<file path="config.mk">
export PLATFORM = sky130hd
export DESIGN_NAME = arithmetic_unit
export DESIGN_NICKNAME = d
export VERILOG_FILES = /design/src/rtl/arithmetic_unit.sv
export SDC_FILE = /design/constraint.sdc
export NUM_CORES = 1
export LEC_CHECK = 0
export ABC_CLOCK_PERIOD_IN_PS = 1430
export CAP_MARGIN = 30
export CORE_ASPECT_RATIO = 1.75
export CORE_MARGIN = 2
export CORE_UTILIZATION = 60
export CTS_CLUSTER_DIAMETER = 60
export DETAILED_ROUTE_END_ITERATION = 10
export PLACE_DENSITY = 0.85
export SLEW_MARGIN = 20
export SYNTH_ARGS = -nofsm -noshare
export SYNTH_HDL_FRONTEND = slang
export SYNTH_SLANG_ARGS = --single-unit
</file>
<file path="constraint.sdc">
create_clock -name clk -period 1.43 [get_ports clk]
set_clock_uncertainty 0.1 [all_clocks]
set_input_delay 0.429 -clock clk [delete_from_list [all_inputs] [get_ports clk]]
set_output_delay 0.429 -clock clk [all_outputs]
set_load 0.03 [all_outputs]
</file>
<file path="src/rtl/arithmetic_unit.sv">
// RV32I OP-class integer ALU: decodes funct3/funct7 and registers a 32-bit result.
// Illegal or partially-valid requests produce result_valid=0 with a zeroed result.
module arithmetic_unit (
    input  logic          clk,
    input  logic          rst,
    input  logic [31:0]   lhs,
    input  logic          lhs_valid,
    input  logic [31:0]   rhs,
    input  logic          rhs_valid,
    input  logic [14:12]  operation,
    input  logic          operation_valid,
    input  logic [31:25]  metadata,
    input  logic          metadata_valid,
    output logic [31:0]   result,
    output logic          result_valid
);

    typedef enum logic [2:0] {
        F3_ADD  = 3'd0,
        F3_SLL  = 3'd1,
        F3_SLT  = 3'd2,
        F3_SLTU = 3'd3,
        F3_XOR  = 3'd4,
        F3_SR   = 3'd5,
        F3_OR   = 3'd6,
        F3_AND  = 3'd7
    } funct3_e;

    typedef enum logic [6:0] {
        F7_BASE = 7'h00,
        F7_ALT  = 7'h20
    } funct7_e;

    funct3_e     f3;
    logic        md_base;
    logic        md_alt;
    logic        legal;
    logic        accept;
    logic        shift_big;
    logic [4:0]  shamt;
    logic [31:0] alu_out;

    assign f3      = funct3_e'(operation);
    assign md_base = (metadata == F7_BASE);
    assign md_alt  = (metadata == F7_ALT);

    // The full 32-bit rhs is the shift amount, so any bit above [4] saturates the shift.
    assign shift_big = |rhs[31:5];
    assign shamt     = rhs[4:0];

    always_comb begin
        legal = md_base || (md_alt && (f3 == F3_ADD || f3 == F3_SR));
    end

    assign accept = lhs_valid && rhs_valid && operation_valid && metadata_valid && legal;

    always_comb begin
        alu_out = '0;
        unique case (f3)
            F3_ADD:  alu_out = md_alt ? (lhs - rhs) : (lhs + rhs);
            F3_SLL:  alu_out = shift_big ? '0 : (lhs << shamt);
            F3_SLT:  alu_out = {31'd0, ($signed(lhs) < $signed(rhs))};
            F3_SLTU: alu_out = {31'd0, (lhs < rhs)};
            F3_XOR:  alu_out = lhs ^ rhs;
            F3_SR: begin
                if (md_alt)
                    alu_out = shift_big ? {32{lhs[31]}} : 32'($signed(lhs) >>> shamt);
                else
                    alu_out = shift_big ? '0 : (lhs >> shamt);
            end
            F3_OR:   alu_out = lhs | rhs;
            F3_AND:  alu_out = lhs & rhs;
            default: alu_out = '0;
        endcase
    end

    always_ff @(posedge clk or negedge rst) begin
        if (!rst) begin
            result       <= '0;
            result_valid <= 1'b0;
        end else begin
            result       <= accept ? alu_out : '0;
            result_valid <= accept;
        end
    end

endmodule

</file>
==> impl_metrics.py, run 1 <==
metrics = {
    "place": {
        "hpwl_mm": 42.80,
        "place_ws_ns": -2.599,
        "routabilityCongestion": 1.298,
        "port_buffers": 112,
    },
    "yosys": {
        "synth-edff-count": 0,
        "synth-seq-cells": 33,
        "syn_inst": 1342,
        "ys_warn_count": 0,
        "async_reset_ff_share_pct": 100.0,
        "ys_seq_area_share_pct": 8.491,
        "netlist_area_um2": 9726,
        "synth_top_cell_area_share_pct": 12.48,
        "synthDistinctLibCells": 88,
        "synth-main-ff-cell": "dfrtp_1",
        "synth_nets": 1521,
        "synthTopCellsByArea": "ha_1 (12%), mux4_2 (10%), dfrtp_1 (8.5%)",
        "syn_area_per_cell_um2": 7.247,
        "yosysTopAreaCell": "ha_1",
    },
    "floorplanning": {
        "start_util_pct": 61.26,
        "die_h_um": 172.4,
        "rows": 61,
        "die_w_um": 100.2,
        "ios": 113,
    },
    "cts": {
        "cts_htree_levels": 2,
        "cts_setup_buffers": 81,
        "cts_resized": 593,
        "cts.sinks": 33,
        "cts-root-buf": "clkbuf_16",
        "cts_buffers": 5,
        "ctsHoldBuffers": 0,
        "cts_buffer_depth": 2,
    },
    "outcome": {
        "status": "aborted with a tool error",
        "lastStage": "clock tree synthesis (4_1_cts)",
        "first-error": "[ERROR DPL-0038] Utilization greater than 100%, impossible to legalize",
    },
}
kinds of logic after synthesis:
| logic type | count (synthesis) | synth area share (%) |
|---|---|---|
| flip-flops | 33 | 8.491 |
| XOR/XNOR | 29 | 2.612 |
| AO/OA/AOI/OAI | 491 | 33.46 |
| adder cells (fa/ha/maj) | 99 | 12.89 |
| buffers and inverters | 208 | 9.687 |
| multiplexers | 87 | 14.78 |
| AND/OR/NAND/NOR | 395 | 18.08 |
metrics by stage:
step / std cells / hold WS [ns] / instance area, um2 / utilization (%) / TNS [ns]
global placement: 1998 / 0.7118 / 14110 / 88.86 / -68.44
detailed placement: 1998 / 0.7155 / 14110 / 88.86 / -75.54
floorplan: 1342 / 0.03341 / 10040 / - / -42.29
synthesized netlist by cell type, types with 33 or more instances:
master    instances
mux2i_1          39
dfrtp_1          33
clkbuf_1         57
o21ai_0         135
inv_1            99
nor2_1          175
a21oi_1         134
mux4_2           45
nand2_1          96
nor3_1           34
a221oi_1         33
ha_1             97
==> run 2, diff against run 1 <==
CORE_ASPECT_RATIO = not set   (was 1.75)
CORE_UTILIZATION = 40   (was 60)
CTS_CLUSTER_DIAMETER = not set   (was 60)
PLACE_DENSITY = not set   (was 0.85)
PLACE_DENSITY_LB_ADDON = 0.15   (was not set)
==> run 2 against run 1 <==
  * The flow now finishes, with violations (negative setup slack)
  * Synthesized area is the same
  * Synthesized cell count unchanged
==> impl_metrics.py, run 2 <==
metrics = {
    "outcome": {
        "status": "complete, but fails checks",
        "violations": "negative setup slack",
    },
    "yosys": {
        "synthDistinctLibCells": 88,
        "ys_seq_area_share_pct": 8.491,
        "yosysTopAreaCell": "ha_1",
        "synth-main-ff-cell": "dfrtp_1",
        "syn_area_per_cell_um2": 7.247,
        "synth_top_cell_area_share_pct": 12.48,
        "synth_common_cells": "nor2_1 (175), o21ai_0 (135), a21oi_1 (134), inv_1 (99), ha_1 (97)",
        "netlist_area_um2": 9726,
        "async_reset_ff_share_pct": 100.0,
        "synthTopCellsByArea": "ha_1 (12%), mux4_2 (10%), dfrtp_1 (8.5%)",
        "syn_inst": 1342,
        "synth-seq-cells": 33,
        "synth-edff-count": 0,
        "ys_warn_count": 0,
        "yosysMostFrequentCell": "nor2_1",
        "synth_nets": 1521,
    },
    "cts": {
        "cts.sinks": 33,
        "cts_htree_levels": 2,
        "clkTransAtPathRegs_ns": 0.06,
        "cts_buffers": 5,
        "cts_tree": "done",
        "cts-root-buf": "clkbuf_16",
        "cts_buffer_depth": 2,
    },
    "floorplanning": {
        "ios": 113,
        "die_h_um": 159.9,
        "core_um2": 24110,
        "start_util_pct": 40.35,
        "rows": 57,
        "die_w_um": 159.9,
        "die-area_um2": 25580,
    },
    "power": {
        "power_leakage_nw": 8.098,
        "fin_total_pwr_mw": 8.858,
        "ir_drop_v": 0.0004092,
        "powerDensity_nw_per_um2": 488.2,
    },
    "sta": {
        "setup_tns_ns": -47.68,
        "layout_min_cycle_time_ns": 3.169,
        "min_period_over_period_pct": 221.6,
        "max_slew.worst_pin.slew_ns": 0.7650,
        "slew_violations": 0,
        "setup_ws_ns": -1.739,
        "rsz0062_at_grt": "true",
        "fmax_mhz": 315.6,
        "hold_violations": 0,
        "setup_violations": 34,
        "hold_slack_ns": 0.4267,
        "max_slew_margin_pct": 48.35,
    },
    "flow_run": {
        "drv_cap": 0,
    },
    "drt": {
        "dr_total_vias": 14531,
        "drtIter0Drc": 1621,
        "wl_per_cell_um": 25.91,
        "drc": 0,
        "first_pass_iters": 9,
        "wl_mm": 59.82,
        "drt-vias-per-instance": 6.293,
        "antenna_left": 0,
    },
    "global_routing": {
        "antenna_found_initial": 1,
        "grt_overflow": 0,
        "grt_pass1_wl_mm": 84.42,
        "grt_pass1_vias": 13914,
        "grtUsageTotal_pct": 43.21,
        "grt_max_degree": 67,
    },
    "layout": {
        "final_cell_mix": "buf_4 (563), nor2_1 (151), a21oi_1 (93), nand2_1 (90), o21ai_0 (85)",
        "seqCellArea_um2": 825.8,
        "fillerInstances": 1788,
        "finalInstanceArea_um2": 18140,
        "top_regs": "result: 32 flops, result_valid: 1 flops",
        "multi_input_area_um2": 10040,
        "instances_no_fill": 2309,
        "largest_reg_flops": 32,
        "synthToLayoutAreaGrowth_pct": 86.54,
        "fin_nets": 2162,
        "drive_gt1_share_pct": 55.59,
        "final_util_pct": 75.26,
        "max_flop_register": "result",
        "layout_commonest_cell": "buf_4",
    },
    "place": {
        "hpwl_mm": 43.72,
        "port_buffers": 112,
        "post_dp_cell_area_um2": 14740,
        "place_ws_ns": -2.437,
        "place_inst": 2193,
        "routabilityCongestion": 1.047,
    },
    "setup_path": {
        "cp.required_ns": 1.51,
        "crit_fanout": 5,
        "critPathKind": "in2reg",
        "cp-end-kind": "register",
        "worstPathArrival_ns": 3.25,
        "cp-start-kind": "input port",
    },
    "worst_hold_path": {
        "worstHoldPathType": "in2async",
    },
}
[run 2: cell counts after synthesis]
Identical to the previous run, type by type.
[run 2: worst max-delay path, cell delays in order]
cell,delay [ns]
clkdlybuf4s15_2,0.21
inv_2,0.05
ha_4,0.25
buf_6,0.14
nand2b_1,0.08
a21oi_1,0.12
o311ai_2,0.32
buf_4,0.18
o2111ai_4,0.15
buf_6,0.16
a211o_4,0.33
a211oi_2,0.26
o22ai_2,0.13
xnor2_1,0.16
a221oi_2,0.26
[run 2: final timing paths]
| check | from | endpoint | slack [ns] | cells past startpoint |
|---|---|---|---|---|
| min in group clk | operation[12] | result[24] | 0.80 | 5 |
| worst max-delay path | lhs[8] | result[30] | -1.74 | 15 |
| worst min-delay path | rst | result[5] | 0.43 | 2 |
| max in group asynchronous | rst | result[22] | 0.62 | 2 |
[run 2: power breakdown]
part	switching [mW]	internal, mW
sequential	0.000116	0.934
combinational	3.63	3.24
clock	0.413	0.640
[run 2: kinds of logic after synthesis]
kind of cell    share of synthesized area (%)
simple gates                            18.08
flops                                   8.491
fa+ha+maj                               12.89
xor+xnor                                2.612
buf+inv                                 9.687
compound gates                          33.46
mux                                     14.78
[run 2: cell type report]
class	instances	area share [%]
inverter	102	2.366
clock inverter	2	0.05517
clock buffer	6	0.7103
multi-input combinational	1101	55.33
sequential	33	4.552
timing repair buffer	740	34.74
antenna	1	0.01379
tap	324	2.234
[run 2: repair_timing]
item / CTS / global route
hold buffers: 0 / 0
gates cloned: 3 / 2
setup endpoints to repair: 33 / 34
endpoints found under the hold margin: 0 / 0
pin swaps: 152 / 132
setup buffers: 85 / 35
gates resized for setup: 538 / 201
[run 2: routing by layer]
metal  vias to the layer above  track usage, %  wire, um
met2                      1164           68.40     25760
met1                      6801           55.36     21860
met4                         0           28.71      5486
met5                         -               0         0
met3                       302           5.481      6707
li1                       6264               -         -
Note: power is estimated with default switching activity, not from simulation.
